**src/rtl/ram_arbiter.sv**
```systemverilog
`default_nettype none
// ============================================================================
// Module   : ram_arbiter
// Brief    : Two-port (fetch / load-store) arbiter onto one shared word RAM.
//            Fixed lsu-over-fetch priority by default; define RAM_ARB_RR_EN
//            for round-robin on simultaneous requests.
// Revision : 1.0 - initial release
// ============================================================================
module ram_arbiter #(
    parameter int DATA_WIDTH = 32,
    parameter int ADDR_WIDTH = 32
) (
    input  logic                    clk,
    input  logic                    rst,

    input  logic                    if_req_i,
    input  logic [ADDR_WIDTH-1:0]   if_addr_i,
    output logic                    if_gnt_o,
    output logic                    if_rvalid_o,
    output logic [DATA_WIDTH-1:0]   if_rdata_o,

    input  logic                    lsu_req_i,
    input  logic                    lsu_we_i,
    input  logic [ADDR_WIDTH-1:0]   lsu_addr_i,
    input  logic [DATA_WIDTH-1:0]   lsu_wdata_i,
    input  logic [DATA_WIDTH/8-1:0] lsu_sel_i,
    output logic                    lsu_gnt_o,
    output logic                    lsu_rvalid_o,
    output logic [DATA_WIDTH-1:0]   lsu_rdata_o,

    output logic                    ram_ce_o,
    output logic                    ram_we_o,
    output logic [ADDR_WIDTH-1:0]   ram_addr_o,
    output logic [DATA_WIDTH-1:0]   ram_wdata_o,
    output logic [DATA_WIDTH/8-1:0] ram_sel_o,
    input  logic [DATA_WIDTH-1:0]   ram_rdata_i
);

    localparam int c_SEL_W = DATA_WIDTH / 8;

    logic                  r_last_lsu;
    logic                  r_if_rvalid;
    logic                  r_lsu_rvalid;
    logic [DATA_WIDTH-1:0] r_if_rdata;
    logic [DATA_WIDTH-1:0] r_lsu_rdata;

    logic                  w_lsu_wins;
    logic                  w_gnt_if;
    logic                  w_gnt_lsu;

`ifdef RAM_ARB_RR_EN
    // On contention, hand the RAM to whichever port did not get it last time.
    assign w_lsu_wins = ~r_last_lsu;
`else
    assign w_lsu_wins = 1'b1 | r_last_lsu;
`endif

    assign w_gnt_lsu = ~rst & lsu_req_i & (~if_req_i | w_lsu_wins);
    assign w_gnt_if  = ~rst & if_req_i & ~w_gnt_lsu;

    assign if_gnt_o  = w_gnt_if;
    assign lsu_gnt_o = w_gnt_lsu;

    always_comb begin
        ram_ce_o    = w_gnt_if | w_gnt_lsu;
        ram_we_o    = 1'b0;
        ram_addr_o  = '0;
        ram_wdata_o = '0;
        ram_sel_o   = '0;
        if (w_gnt_lsu) begin
            ram_we_o    = lsu_we_i;
            ram_addr_o  = lsu_addr_i;
            ram_wdata_o = lsu_wdata_i;
            ram_sel_o   = lsu_sel_i;
        end else if (w_gnt_if) begin
            ram_addr_o  = if_addr_i;
            ram_sel_o   = {c_SEL_W{1'b1}};
        end
    end

    always_ff @(posedge clk) begin
        if (rst) begin
            r_last_lsu   <= 1'b0;
            r_if_rvalid  <= 1'b0;
            r_lsu_rvalid <= 1'b0;
            r_if_rdata   <= '0;
            r_lsu_rdata  <= '0;
        end else begin
            r_if_rvalid  <= w_gnt_if;
            r_lsu_rvalid <= w_gnt_lsu;
            if (w_gnt_if | w_gnt_lsu) begin
                r_last_lsu <= w_gnt_lsu;
            end
            if (w_gnt_if) begin
                r_if_rdata <= ram_rdata_i;
            end
            if (w_gnt_lsu) begin
                r_lsu_rdata <= lsu_we_i ? '0 : ram_rdata_i;
            end
        end
    end

    // A response captured just before reset rises must not be seen while reset is held.
    assign if_rvalid_o  = r_if_rvalid & ~rst;
    assign lsu_rvalid_o = r_lsu_rvalid & ~rst;
    assign if_rdata_o   = r_if_rdata;
    assign lsu_rdata_o  = r_lsu_rdata;

endmodule
`default_nettype wire

```
**config.mk**
```make
export PLATFORM = sky130hd
export DESIGN_NAME = ram_arbiter
export DESIGN_NICKNAME = d
export VERILOG_FILES = /design/src/rtl/ram_arbiter.sv
export SDC_FILE = /design/constraint.sdc
export NUM_CORES = 1
export LEC_CHECK = 0
export ABC_CLOCK_PERIOD_IN_PS = 1200
export BUFFER_PORTS_ARGS = -buffer_cell sky130_fd_sc_hd__buf_2
export CORE_AREA = 3 3 106 108
export CTS_CLUSTER_SIZE = 12
export DETAILED_ROUTE_END_ITERATION = 8
export DIE_AREA = 0 0 109 111
export PLACE_DENSITY = 0.77
export SKIP_CTS_REPAIR_TIMING = 1
export SLEW_MARGIN = 20
export SYNTH_ARGS = -nofsm -noshare
export SYNTH_HDL_FRONTEND = slang
export SYNTH_SLANG_ARGS = --single-unit
```
**constraint.sdc**
```tcl
create_clock -name clk -period 1.2 [get_ports clk]
set_input_delay 0.06 -clock clk [delete_from_list [all_inputs] [get_ports clk]]
set_output_delay 0.06 -clock clk [all_outputs]
set_load 0.05 [all_outputs]
```
* After elaboration in Yosys (flattened, before gate mapping)
Cells that the tools add are included.
** Storage, ports and cells
- Register bits after elaboration :: 66
- Input port bits :: 137
- Output and inout port bits :: 138
- Word-level logic and storage cells :: 19
** Cells by class
- Muxes and demuxes :: 7
- Bitwise gates (word level) :: 8
** Operator list (count)
- 2-to-1 mux 32 bit :: 4
- 2-to-1 mux 4 bit :: 2
- AND 1 bit :: 5
- inverter 1 bit :: 2
- 2-to-1 mux 1 bit :: 1
- OR 1 bit :: 1

* Logic depth before layout (Yosys ltp)
- Depth in word-level cells :: 6
- Mapped depth :: 5

* Least setup slack after synthesis
No wires, ideal clock.
- Kind :: input -> output
- Start point :: input if_req_i
- End point :: output ram_addr_o[22]
- Arrival :: 1.344 ns
- Data required time :: 1.140 ns
- Setup slack :: -0.204 ns
- Cell stages on the path :: 4
- Path buffers :: 2
- Path through :: buf_4 buf_1 nand3b_1 a21oi_1
** On the way
- Cells in the longest elaborated chain, start to end :: 4
** RTL lines
- start: declaration :: line 16 : input logic if_req_i,
- AND 1 bit (2 in a row) :: line 59 : assign w_gnt_if = ~rst & if_req_i & ~w_gnt_lsu;
- 2-to-1 mux 32 bit :: line 75 : end else if (w_gnt_if) begin
- 2-to-1 mux 32 bit :: line 70 : if (w_gnt_lsu) begin
- end: declaration :: line 33 : output logic [ADDR_WIDTH-1:0] ram_addr_o,
No other way between the ends.

* Worst setup path after layout
- Start point :: input lsu_req_i
- End point :: output ram_addr_o[12]
** On the way
- Cells in the longest elaborated chain, start to end :: 5
** RTL lines
- start: declaration :: line 22 : input logic lsu_req_i,
- AND 1 bit * :: line 58 : assign w_gnt_lsu = ~rst & lsu_req_i & (~if_req_i | w_lsu_wins);
- inverter 1 bit :: line 59
- AND 1 bit :: line 59
- 2-to-1 mux 32 bit :: line 75
- 2-to-1 mux 32 bit * :: line 70
Every way passes the cells marked *; elsewhere a longest branch is shown, timed or not.

==> results.toml <==
[setup_path]
cp.required_ns = 1.14
critical_path_class = "in2out"
endpoint_kind = "output port"
setup.worst_path.start_class = "primary input"
crit_fanout = 49
crit_arrival_ns = 1.08

[cts]
cts_buffer_depth = 2
cts-root-buf = "clkbuf_8"
insertion_delay_ns = 0.33
clock-sinks = 66
clk_pin_slew_ns = 0.07
cts_buffers = 9
cts_tree = "built"
h-tree-depth = 3

[global_routing]
busiest_layer = "met2"
grt_max_degree = 82
grt-ovfl-total = 0
grt_pass1_vias = 3812
use_met1 = 0.224
use_met2 = 0.354
met3_usage = 0.0629
track_usage = 0.201
antenna_found_initial = 0
grt_pass1_wl_mm = 19.3

[power_and_ir_drop]
internal_power_mw = 3.85
finalPower_mw = 5.99
netSwitchingPower_mw = 2.14
ir_worst_vdd_mv = 0.825
powerDensity_mw_per_mm2 = 1110
leakagePower_nw = 2.66
clock_power_share = 0.292
comb_power_share = 0.317
seqPwrFrac = 0.391
p_sw_frac = 0.357

[sta]
slew_violations = 0
period_minus_slack_ns = 1.14
rsz0062_at_grt = "no"
maxClockFrequency_mhz = 875
finalCritPeriodShare = 0.953
maxSlewHeadroom = 0.786
worst_slew_pin_slew_ns = 0.321
hold_viol_final = 0
clock-skew-final_ns = 0
setup_viol = 0
tns_ns = 0

[logic_synthesis]
synth_area_per_cell_um2 = 8.42
synth_edf_count = 0
ys_seq_elements = 66
syn_nets = 551
yosysTopAreaCell = "dfxtp_1"
yosysUniqueCellTypes = 18
yosysTopAreaCellShare = 0.379
synthTopCellsByArea = "dfxtp_1 38%, nand2b_1 12%, mux2i_1 9.2%"
syn-cell-area_mm2 = 0.00348
synthArstFlopShare = 0
yosysSeqAreaShare = 0.379
yosysWarnings = 0
ys.flop_type = "dfxtp_1"
postSynthCellCount = 414

[placement]
dp_hpwl_mm = 10.1
gp_congestion = 0.905
port-buffer-count = 274

[detailed_routing]
vias = 3914
drtIter0Drc = 339
drt-total-wl_mm = 12.8
ant_nets = 0
vias_per_cell = 4.80
dr.pass1.iters = 4
avgRoutedWirePerCell_um = 15.7
drc_errors = 0

[floorplanning]
die-area_mm2 = 0.0121
die_h_um = 111
core-area_mm2 = 0.0103
die_x_um = 109
start_util = 0.338
fp-row-count = 37
ios = 275

[final_layout]
drive_gt1_frac = 0.493
area_growth_syn_to_layout_pct = 54.3
antenna_cells = 0
nets = 812

[run_status]
status = "completed"

[hold_path]
min-delay-path-class = "in2reg"

[job]
maxCapViolCount = 0
[registers in the layout, summed over array words and instances (netlist names)]
| name | flops |
|---|---|
| r_if_rvalid | 1 |
| if_rdata_o | 32 |
| r_lsu_rvalid | 1 |
| lsu_rdata_o | 32 |
[path summary, 6_finish.rpt]
kind	startpoint	endpoint	slack, ns	cells after the start
worst max-delay path	lsu_req_i	ram_addr_o[12]	0.06	5
worst min-delay path	ram_rdata_i[28]	lsu_rdata_o[28]	0.005	3
worst max register to register	lsu_rdata_o[20]	lsu_rdata_o[20]	0.45	2
worst min register to register	lsu_rdata_o[28]	lsu_rdata_o[28]	0.47	2
[critical path, cell delays in order]
cell	delay (ns)
clkbuf_4	0.18
buf_12	0.19
nand3b_1	0.19
a21oi_2	0.19
clkbuf_4	0.26
[per-stage QoR]
| step | utilization | std cells | setup slack [ns] | hold WS [ns] | area (um^2) |
|---|---|---|---|---|---|
| after global placement | 0.501 | 800 | 0.0174 | 0.330 | 5170 |
| after detailed placement | 0.501 | 800 | 0.00616 | 0.352 | 5170 |
| after global routing | 0.521 | 816 | 0.0113 | 0.00120 | 5380 |
| final | 0.521 | 816 | 0.0566 | 0.00516 | 5380 |
| after CTS | 0.518 | 816 | 0.00108 | -0.0190 | 5350 |
| after floorplan | - | 414 | -0.0861 | 0.236 | 3600 |
[cells in the mapped netlist (2+ instances only)]
cell type / instances
buf_6: 2
nand2b_1: 66
o32ai_1: 32
mux2i_1: 32
nand3b_1: 32
buf_1: 2
nor2b_1: 3
inv_1: 32
nand2_1: 36
buf_4: 9
a21oi_1: 36
dfxtp_1: 66
nor2_1: 4
buf_2: 11
and2_1: 33
clkbuf_1: 16
[cell usage in the layout (no fill, tap or decap), drive strengths merged]
| master | netlist | layout |
|---|---|---|
| and2b | 1 | 1 |
| mux2i | 32 | 32 |
| bufinv | 0 | 1 |
| nor2 | 4 | 4 |
| buf | 24 | 280 |
| nand2b | 66 | 66 |
| clkinv | 0 | 2 |
| nor2b | 4 | 4 |
| nand2 | 36 | 36 |
| nand3b | 32 | 32 |
| inv | 32 | 32 |
| a21oi | 36 | 36 |
| clkbuf | 16 | 23 |
| o32ai | 32 | 32 |
| dfxtp | 66 | 66 |
| and2 | 33 | 33 |
[kinds of logic after synthesis]
logic type	Yosys count	share of synthesized area
AOI/OAI and AO/OA	68	0.132
buffers and inverters	72	0.0955
DFF	66	0.379
muxes	32	0.0919
and+or+nand+nor	176	0.301
[power by group through the flow]
stage / Sequential, mW / Clock [mW] / Combinational, mW
after detailed placement: 2.39 / 0 / 1.89
after global placement: 2.39 / 0 / 1.86
after floorplan: 2.73 / 0 / 0.958
after CTS: 2.34 / 1.81 / 1.90
final: 2.34 / 1.75 / 1.90
after global routing: 2.35 / 1.90 / 2.01
[area by class of cell]
type | count | area, um^2
Sequential cell | 66 | 1320
Inverter | 32 | 120
Tap cell | 136 | 170
Multi-Input combinational cell | 276 | 1950
Fill cell | 962 | 4950
Clock buffer | 13 | 139
Timing Repair Buffer | 290 | 1640
Clock inverter | 3 | 40.0
[routing by layer]
metal / vias to the layer above / routed length [um]
li1: 1901 / -
met1: 1815 / 5070
met2: 172 / 6390
met3: 26 / 1130
met4: 0 / 241
met5: - / 0
Note: power is estimated with default switching activity, not from simulation.
